==> src/rtl/tt10_result_tx.sv <==
// Serialises result words as 8E1-style frames: start 0, 8 data bits LSB first,
// even parity, stop 1. Each bit lasts CLKS_PER_BIT cycles; the line is registered.
module tt10_result_tx #(
  parameter int CLKS_PER_BIT = 4
) (
  input  logic       clk,
  input  logic       rst_n,
  input  logic [7:0] data_in,
  input  logic       data_valid,
  output logic       data_ready,
  output logic       tx_out,
  output logic       busy,
  output logic [7:0] frame_count
);

  localparam logic [15:0] BIT_LAST = 16'(CLKS_PER_BIT - 1);

  typedef enum logic [2:0] {IDLE, START, DATA, PARITY, STOP} state_t;

  state_t      state, state_n;
  logic [15:0] timer, timer_n;
  logic [2:0]  bit_idx, bit_idx_n;
  logic [7:0]  shreg, shreg_n;
  logic        parity, parity_n;
  logic [7:0]  count_n;
  logic        tx_n;
  logic        bit_end;

  assign data_ready = (state == IDLE);
  assign busy       = ~data_ready;
  assign bit_end    = (timer == BIT_LAST);

  always_ff @(posedge clk or negedge rst_n) begin
    if (!rst_n) begin
      state       <= IDLE;
      timer       <= '0;
      bit_idx     <= '0;
      shreg       <= '0;
      parity      <= 1'b0;
      frame_count <= '0;
      tx_out      <= 1'b1;
    end else begin
      state       <= state_n;
      timer       <= timer_n;
      bit_idx     <= bit_idx_n;
      shreg       <= shreg_n;
      parity      <= parity_n;
      frame_count <= count_n;
      tx_out      <= tx_n;
    end
  end

  // Next-state logic; tx_n is derived from the *next* state so the registered
  // line shows each bit in exactly the cycles its state occupies.
  always_comb begin
    state_n   = state;
    timer_n   = timer + 16'd1;
    bit_idx_n = bit_idx;
    shreg_n   = shreg;
    parity_n  = parity;
    count_n   = frame_count;
    case (state)
      IDLE: begin
        timer_n = '0;
        if (data_valid) begin
          shreg_n  = data_in;
          parity_n = ^data_in;
          state_n  = START;
        end
      end
      START: begin
        if (bit_end) begin
          timer_n   = '0;
          bit_idx_n = '0;
          state_n   = DATA;
        end
      end
      DATA: begin
        if (bit_end) begin
          timer_n = '0;
          shreg_n = {1'b0, shreg[7:1]};
          if (bit_idx == 3'd7) begin
            bit_idx_n = '0;
            state_n   = PARITY;
          end else begin
            bit_idx_n = bit_idx + 3'd1;
          end
        end
      end
      PARITY: begin
        if (bit_end) begin
          timer_n = '0;
          state_n = STOP;
        end
      end
      STOP: begin
        if (bit_end) begin
          timer_n = '0;
          count_n = frame_count + 8'd1;
          state_n = IDLE;
        end
      end
      default: begin
        timer_n = '0;
        state_n = IDLE;
      end
    endcase

    case (state_n)
      START:   tx_n = 1'b0;
      DATA:    tx_n = shreg_n[0];
      PARITY:  tx_n = parity_n;
      default: tx_n = 1'b1;
    endcase
  end

endmodule
==> config.mk <==
export PLATFORM = sky130hd
export DESIGN_NAME = tt10_result_tx
export DESIGN_NICKNAME = d
export VERILOG_FILES = /design/src/rtl/tt10_result_tx.sv
export SDC_FILE = /design/constraint.sdc
export NUM_CORES = 1
export LEC_CHECK = 0
export CAP_MARGIN = 20
export CORE_ASPECT_RATIO = 1.5
export CORE_MARGIN = 10
export CORE_UTILIZATION = 55
export CTS_CLUSTER_DIAMETER = 40
export CTS_CLUSTER_SIZE = 28
export DETAILED_ROUTE_END_ITERATION = 10
export PLACE_DENSITY = 0.8
export SLEW_MARGIN = 5
export SYNTH_ARGS = -nofsm -noshare
export SYNTH_HDL_FRONTEND = slang
export SYNTH_SLANG_ARGS = --single-unit
==> constraint.sdc <==
create_clock -name clk -period 5.35 [get_ports clk]
set_input_delay 1.07 -clock clk [delete_from_list [all_inputs] [get_ports clk]]
set_output_delay 1.07 -clock clk [all_outputs]
set_load 0.1 [all_outputs]
==> results.ini, run 1 <==
[status]
status=finished clean

[yosys]
synthDistinctLibCells=43
synthesis.nets=211
synth-adder-area-share_pct=2.50
synthArstFlopShare_pct=100
synth-compound-area-share_pct=10.1
ys.flop_type=dfrtp_1
synth-seq-area-share_pct=50.1
ys_warn_count=0
synthMuxAreaShare_pct=0.501
synth_top_family_by_area=simple AND/OR/NAND/NOR gates
ys_ff_latch=40
avgSynthCellArea_um2=10.2
synth_xor_area_share_pct=11.0
synth_edf_count=0
syn_area_um2=2000
synthSimpleGateAreaFrac_pct=22.4
postSynthCellCount=196

[timing]
finClkSkew_ps=9.91
timing.final.crit_share_pct=65.5
rsz0062_at_grt=no
fmax_mhz=286
fin_crit_ps=3500
setup_viol=0
slew-limit-headroom_pct=34.5
tns_ps=0
finalHoldViolations=0
tightest_slew_ps=980
maxSlewViolCount=0

[clock_tree]
cts-resized-gates=0
cts_tree=built
cts_buffers=5
cts.sinks=40
post_cts_buffers=0
clk_pin_slew_ps=80
cts-root-buf=clkbuf_8
clk_latency_ps=290
cts_max_level=2
clockBufferDepth=2
cts_hold_repair.buffers=0

[detailed_routing]
drt_iter0_markers=76
wl_per_cell_um=15.5
wl_met3_um=161
wl_met1_mm=1.61
wl_met2_mm=2.21
detail_route.vias_per_cell=5.76
dr.pass1.iters=4
vias=1510
postRouteAntennaNets=0
drc=0
highest_layer=met4
postRouteWirelength_mm=4.06

[finish]
final_nets=234
fill_cells=285
area_delta_synth_final_pct=15.8
instances_no_fill=262
antenna_cells=0
mostFrequentLayoutCells=dfrtp_1 (39), nor2_1 (23), nand2_1 (23), clkdlybuf4s50_1 (20), xnor2_1 (18)
drive_above_1_share_pct=7.73
final_common_cell=dfrtp_1

[grt]
grt_pass1_vias=1552
grt_antenna_before_repair=0
grt_overflow_total=0
grt_max_degree=41
grt.total_usage_pct=12.8
grt_pass1_wl_mm=6.93

[power_and_ir_drop]
power_density_nw_per_um2=441
power_w=0.00102
power.leakage_nw=1.01
vdd.ir_drop.worst_mv=0.349

[critical_path]
rrSetupSlack_ps=3100
critPathKind=reg2out
slowest_delay_ps=1130
worst-path-stages=3
r2r_cells=6
r2r-start=timer[0]
cp_slowest_cell=clkdlybuf4s50_1
crit_family=buffers and inverters
setup.worst_path.end=data_ready
cp.arrival_ps=2430
crit_chain=or3_4, inv_2, clkdlybuf4s50_1
cp-startpoint=state[2]
critPathBufInv=2
startpoint_type=register
crit_required_ps=4280
worstSetupEndpointType=output port
r2r-end=tx_out
worstPathMaxFanout=9

[die]
die_height_um=93.8
dieArea_um2=6500
core_um2=3450
num_rows=26
boundaryPins=22
fp.dieW_um=69.2
initial_core_util_pct=58.0

[placed_design]
place.detailed.hpwl_mm=3.08
io_buffers=21
placed_cells=254
gp_congestion=0.795

[hold_path]
min_path_type=reg2reg

[run]
cap_violations=0

==> logic make-up after synthesis <==
group / count (synthesis)
AOI/OAI and AO/OA: 27
xor gates and xnor gates: 25
adders and majority gates: 4
buffers and inverters: 15
DFF: 40
muxes: 1
and+or+nand+nor: 84
==> layer usage <==
metal | vias to the layer above | GRT usage [%]
li1 | 727 | -
met1 | 744 | 12.6
met2 | 30 | 24.0
met3 | 9 | 2.96
met4 | 0 | 6.73
met5 | - | 0
==> layout make-up <==
class	count	area (µm²)	area share, %
Clock buffer	8	90.1	3.89
Inverter	10	37.5	1.62
Multi-Input combinational cell	141	928	40.1
Sequential cell	40	1000	43.3
Tap cell	42	52.6	2.27
Timing Repair Buffer	21	205	8.86
==> synthesized netlist by cell type (all sizes together), types with 4 or more instances <==
| library cell | count | area share, % |
|---|---|---|
| o21ai | 7 | 1.8 |
| xnor2 | 18 | 7.9 |
| ha | 4 | 2.5 |
| a21oi | 5 | 1.8 |
| inv | 10 | 1.9 |
| a22oi | 6 | 2.3 |
| nand3 | 10 | 2.5 |
| nand4 | 4 | 1.6 |
| nor2 | 23 | 4.3 |
| nor4 | 5 | 2.2 |
| xor2 | 7 | 3.1 |
| nand2 | 23 | 4.3 |
| or3 | 5 | 1.8 |
| dfrtp | 39 | 49 |
==> stage by stage <==
step	setup slack, ps	instance area [µm²]	util (%)	hold slack [ps]
floorplan	2840	2000	-	446
global placement	2190	2230	64.6	459
detailed placement	2160	2230	64.6	468
CTS	1840	2320	67.2	485
global route	1780	2320	67.2	495
finish	1850	2320	67.2	480
==> power breakdown <==
group          total [W]  switching [W]  internal, W
combinational   0.000395       0.000268     0.000128
sequential      0.000422      0.0000533     0.000369
clock           0.000203      0.0000976     0.000105
==> worst reg2reg max path: cells and delay by family, from the launching register on <==
family,cells,cell delay (ps)
compound gates,2,440
simple gates,3,1140
fa+ha+maj,1,210
flops,1,400
==> worst min path at each step <==
stage | cells after the start | start | endpoint | slack (ps)
after floorplan | 2 | shreg[1] | shreg[1] | 450
after global placement | 2 | shreg[6] | shreg[6] | 460
after global routing | 1 | frame_count[7] | frame_count[7] | 490
after detailed placement | 2 | shreg[3] | shreg[3] | 470
after CTS | 2 | shreg[3] | shreg[3] | 480
final | 1 | frame_count[7] | frame_count[7] | 480
==> state kept, by name, indices dropped and copies added, names as in the netlist <==
signal	count
timer	16
shreg	8
bit_idx	3
tx_out	1
state	3
frame_count	8
parity	1
No activity file was read; power rests on OpenSTA's default activity.
==> run 2, diff against run 1 <==
CORE_UTILIZATION = 50   (was 55)
PLACE_DENSITY = 0.77   (was 0.8)
clock period = 3.2 ns   (was 5.35 ns; I/O delays follow)
==> run 2 against run 1 <==
Compared with the run above:
- combinational power up 63%
- count of clock-buffer cells in the layout unchanged
- sequential power up 67%
- global-route usage down 1.4 points
- clock power up 66%
- sequential share of layout area up 0.45 points
- worst hold slack worse by 17 ps
- critical path type unchanged
- critical endpoint unchanged
- largest power group unchanged
==> results.ini, run 2 (same netlist as run 1, synthesis figures left out) <==
[power_and_ir_drop]
power.leakage_nw=1.03
vdd.ir_drop.worst_mv=0.641
power_density_nw_per_um2=736
power_w=0.00169

[finish]
area_delta_synth_final_pct=14.6
drive_above_1_share_pct=12.7
final-seq-area_um2=1000
multi_input_area_um2=928
instances_no_fill=265
antenna_cells=0
final_nets=234
top_regs=timer x16, frame_count x8, shreg x8
fill_cells=335
final_common_cell=dfrtp_1
top_register=timer
largest_reg_flops=16
mostFrequentLayoutCells=dfrtp_1 (39), nor2_1 (23), nand2_1 (23), xnor2_1 (18), buf_4 (11)
final_util_pct=58.9

[critical_path]
cp_slowest_cell=dfrtp_1
cp.arrival_ps=1610
crit_required_ps=2560
critPathKind=reg2out
slowest_delay_ps=490
rrSetupSlack_ps=1000
startpoint_type=register
worstSetupEndpointType=output port
crit_chain=or3_4, inv_2, buf_4
worstPathMaxFanout=9

[detailed_routing]
dr.pass1.iters=4
wl_per_cell_um=14.4
drc=0
drt_iter0_markers=103
vias=1464
detail_route.vias_per_cell=5.52
postRouteWirelength_mm=3.82
postRouteAntennaNets=0

[grt]
grt_overflow_total=0
grt_pass1_wl_mm=6.54
grt.total_usage_pct=11.4
grt_max_degree=41
grt_pass1_vias=1475
grt_antenna_before_repair=0

[timing]
tightest_slew_ps=870
timing.final.crit_share_pct=70.3
fmax_mhz=445
setup_viol=0
rsz0062_at_grt=no
slew-limit-headroom_pct=42.0
tns_ps=0
hold_ws_ps=463
maxSlewViolCount=0
finClkSkew_ps=10.2
finalHoldViolations=0
fin_crit_ps=2250

[die]
fp.dieW_um=71.6
die_height_um=97.5
num_rows=28
dieArea_um2=6980
core_um2=3890
boundaryPins=22
initial_core_util_pct=51.4

[placed_design]
gp_congestion=0.774
io_buffers=21
place.detailed.hpwl_mm=2.79
placed_cells=257

[clock_tree]
cts_buffers=5
cts.sinks=40
clk_pin_slew_ps=80
post_cts_buffers=0
clockBufferDepth=2
cts_hold_repair.buffers=0
cts-root-buf=clkbuf_8
cts-resized-gates=0
cts_tree=built
cts_max_level=2
clk_latency_ps=290

[run]
cap_violations=0

[hold_path]
min_path_type=in2async

[status]
status=finished clean

[run 2: changes by cell type in the layout (fill, tap and decap cells not counted)]
cell and change:
buf_4 +11, clkdlybuf4s50_1 -11
[run 2: path summary, 6_finish.rpt]
check | cells after the start | start | to
setup / recovery | 3 | state[2] | data_ready
hold / removal | 1 | rst_n | timer[9]
setup reg to reg | 6 | timer[0] | tx_out
hold reg to reg | 1 | frame_count[7] | frame_count[7]
max in group asynchronous | 1 | rst_n | frame_count[1]
min in group clk | 1 | frame_count[7] | frame_count[7]
[run 2: power breakdown]
part | leakage [nW] | internal (W) | switching, W
sequential | 0.531 | 0.000617 | 0.0000897
clock | 0.0455 | 0.000176 | 0.000162
combinational | 0.449 | 0.000205 | 0.000439
[run 2: layer usage]
metal	track usage, %	part of all wire, %
met1	11.7	41
met2	19.5	52
met3	3.89	4.8
met4	6.13	2.7
met5	0	0
[run 2: worst max-delay path, delay by kind of cell, from the launching register on]
| family | cells | cell delay [ps] |
|---|---|---|
| and+or+nand+nor | 1 | 460 |
| buffers and inverters | 2 | 360 |
| DFF | 1 | 490 |
[run 2: layout make-up]
type,count,share of cell area [%]
multi-input cells,141,40.5
repair buffers,21,7.75
well taps,45,2.46
inverters,10,1.64
clock buffers,8,3.93
flip-flops and latches,40,43.7
[run 2: stage by stage]
stage	setup slack, ps	cell area, µm²
after CTS	953	2290
after floorplan	817	2000
after detailed placement	986	2200
after global routing	796	2290
final	951	2290
after global placement	1100	2200
==> run 3, diff against run 2 <==
CORE_UTILIZATION = 55   (was 50)
PLACE_DENSITY = 0.8   (was 0.77)
clock period = 2.18 ns   (was 3.2 ns; I/O delays follow)
==> run 3 against run 2 <==
Compared with the run above:
- critical path depth is 3 higher
- first-iteration DRC count is 38% higher
- power grew 69%
- register-to-register slack worse by 960 ps
- clock power up 110%
- sequential cell count unchanged
- clock skew decreased by 2.2 ps
- combinational power is 72% higher
- sequential power is 46% higher
- non-clock buffer count grew 6
- design area increased by 5.8%
- critical endpoint is now frame_count[7]
==> results.ini, run 3 (same netlist as run 1, synthesis figures left out) <==
[status]
status=finished clean

[critical_path]
r2r_cells=6
worstSetupEndpointType=register
critPathKind=reg2reg
r2r-start=timer[0]
rrSetupSlack_ps=40
worstPathMaxFanout=5
cp.arrival_ps=2320
r2r-end=frame_count[7]
startpoint_type=register
crit_required_ps=2370

[finish]
antenna_cells=0
drive_above_1_share_pct=16.4
final_common_cell=dfrtp_1
instances_no_fill=268
top_regs=timer x16, frame_count x8, shreg x8
final-seq-area_um2=1000
fill_cells=260
top_register=timer
multi_input_area_um2=952
mostFrequentLayoutCells=dfrtp_1 (39), nor2_1 (23), nand2_1 (23), xnor2_1 (18), buf_4 (15)
largest_reg_flops=16
area_delta_synth_final_pct=21.3
final_nets=241

[grt]
grt_pass1_vias=1614
grt_max_degree=41
grt_antenna_before_repair=0
grt_pass1_wl_mm=7.21
grt_overflow_total=0
grt.total_usage_pct=13.0

[placed_design]
place.detailed.hpwl_mm=3.06
io_buffers=21
placed_cells=257
gp_congestion=0.785

[clock_tree]
clockBufferDepth=2
cts_buffers=5
cts_max_level=2
clk_latency_ps=300
cts-root-buf=clkbuf_8
cts_tree=built
cts_hold_repair.buffers=0
clk_pin_slew_ps=80
cts.sinks=40

[timing]
timing.final.crit_share_pct=98.0
tightest_slew_ps=874
fmax_mhz=468
setup_viol=0
finalHoldViolations=0
rsz0062_at_grt=no
fin_crit_ps=2140
tns_ps=0
slew-limit-headroom_pct=41.7
finClkSkew_ps=8.04
maxSlewViolCount=0

[detailed_routing]
drt_iter0_markers=142
postRouteWirelength_mm=4.33
detail_route.vias_per_cell=5.82
dr.pass1.iters=4
vias=1559
drc=0
postRouteAntennaNets=0
wl_per_cell_um=16.2

[run]
cap_violations=0

[power_and_ir_drop]
vdd.ir_drop.worst_mv=0.873
power_density_nw_per_um2=1180
power.leakage_nw=1.09

[die]
num_rows=26
fp.dieW_um=69.2
initial_core_util_pct=58.0
boundaryPins=22
core_um2=3450
dieArea_um2=6500
die_height_um=93.8

[hold_path]
min_path_type=in2async

-- run 3: cell types whose count changed in the layout (fill, tap and decap cells not counted), moves of 2 or more --
cell       change
clkbuf_1       -2
buf_4          +4
bufinv_16      +2
buf_12         +2
-- run 3: routing by layer --
metal	share of wire (%)	GRT usage [%]	wire, µm
met4	1.5	4.88	65
met2	54	24.9	2350
met1	40	13.0	1720
met3	4.4	3.49	192
met5	0	0	0
-- run 3: repair_timing --
action	in CTS	in global routing
endpoints found under the setup margin	0	3
endpoints found under the hold margin	0	0
gates resized for setup	0	4
setup buffers	0	3
-- run 3: how the worst max path moves through the flow --
stage	start	endpoint	slack [ps]	depth (start not counted)
2_1_floorplan	state[2]	tx_out	10	7
3_3_place_gp	timer[0]	tx_out	210	6
3_5_place_dp	timer[0]	frame_count[7]	100	6
4_1_cts	timer[0]	tx_out	40	6
5_1_grt	timer[0]	frame_count[7]	10	6
6_report	timer[0]	frame_count[7]	40	6
-- run 3: cell type report --
class,count,area share (%)
well taps,42,2.17
clock inverters,2,2.48
flip-flops and latches,40,41.3
multi-input cells,142,39.2
repair buffers,27,10.2
inverters,10,1.75
clock buffers,5,2.84
-- run 3: power by group --
group	internal (W)	leakage [nW]	switching, W
registers	0.000905	0.531	0.000130
logic	0.000411	0.490	0.000701
clock network	0.000451	0.0642	0.000257
total	0.00177	1.09	0.00109
-- run 3: critical path: stages (launching register included) --
cell,delay [ps]
dfrtp_1,410
ha_1,230
nor4b_4,320
nand4_2,230
nor4_1,530
nand3_1,160
xnor2_1,150
-- run 3: stage by stage --
stage / area (µm²) / total power (W) / utilization, % / setup slack [ps] / hold slack (ps)
CTS: 2380 / 0.00282 / 69.0 / 39.4 / 284
detailed placement: 2250 / 0.00211 / 65.3 / 98.4 / 471
finish: 2430 / 0.00285 / 70.4 / 43.6 / 249
floorplan: 2000 / 0.00180 / - / 11.2 / 140
global route: 2430 / 0.00301 / 70.4 / 12.7 / 310
global placement: 2250 / 0.00205 / 65.3 / 212 / 462
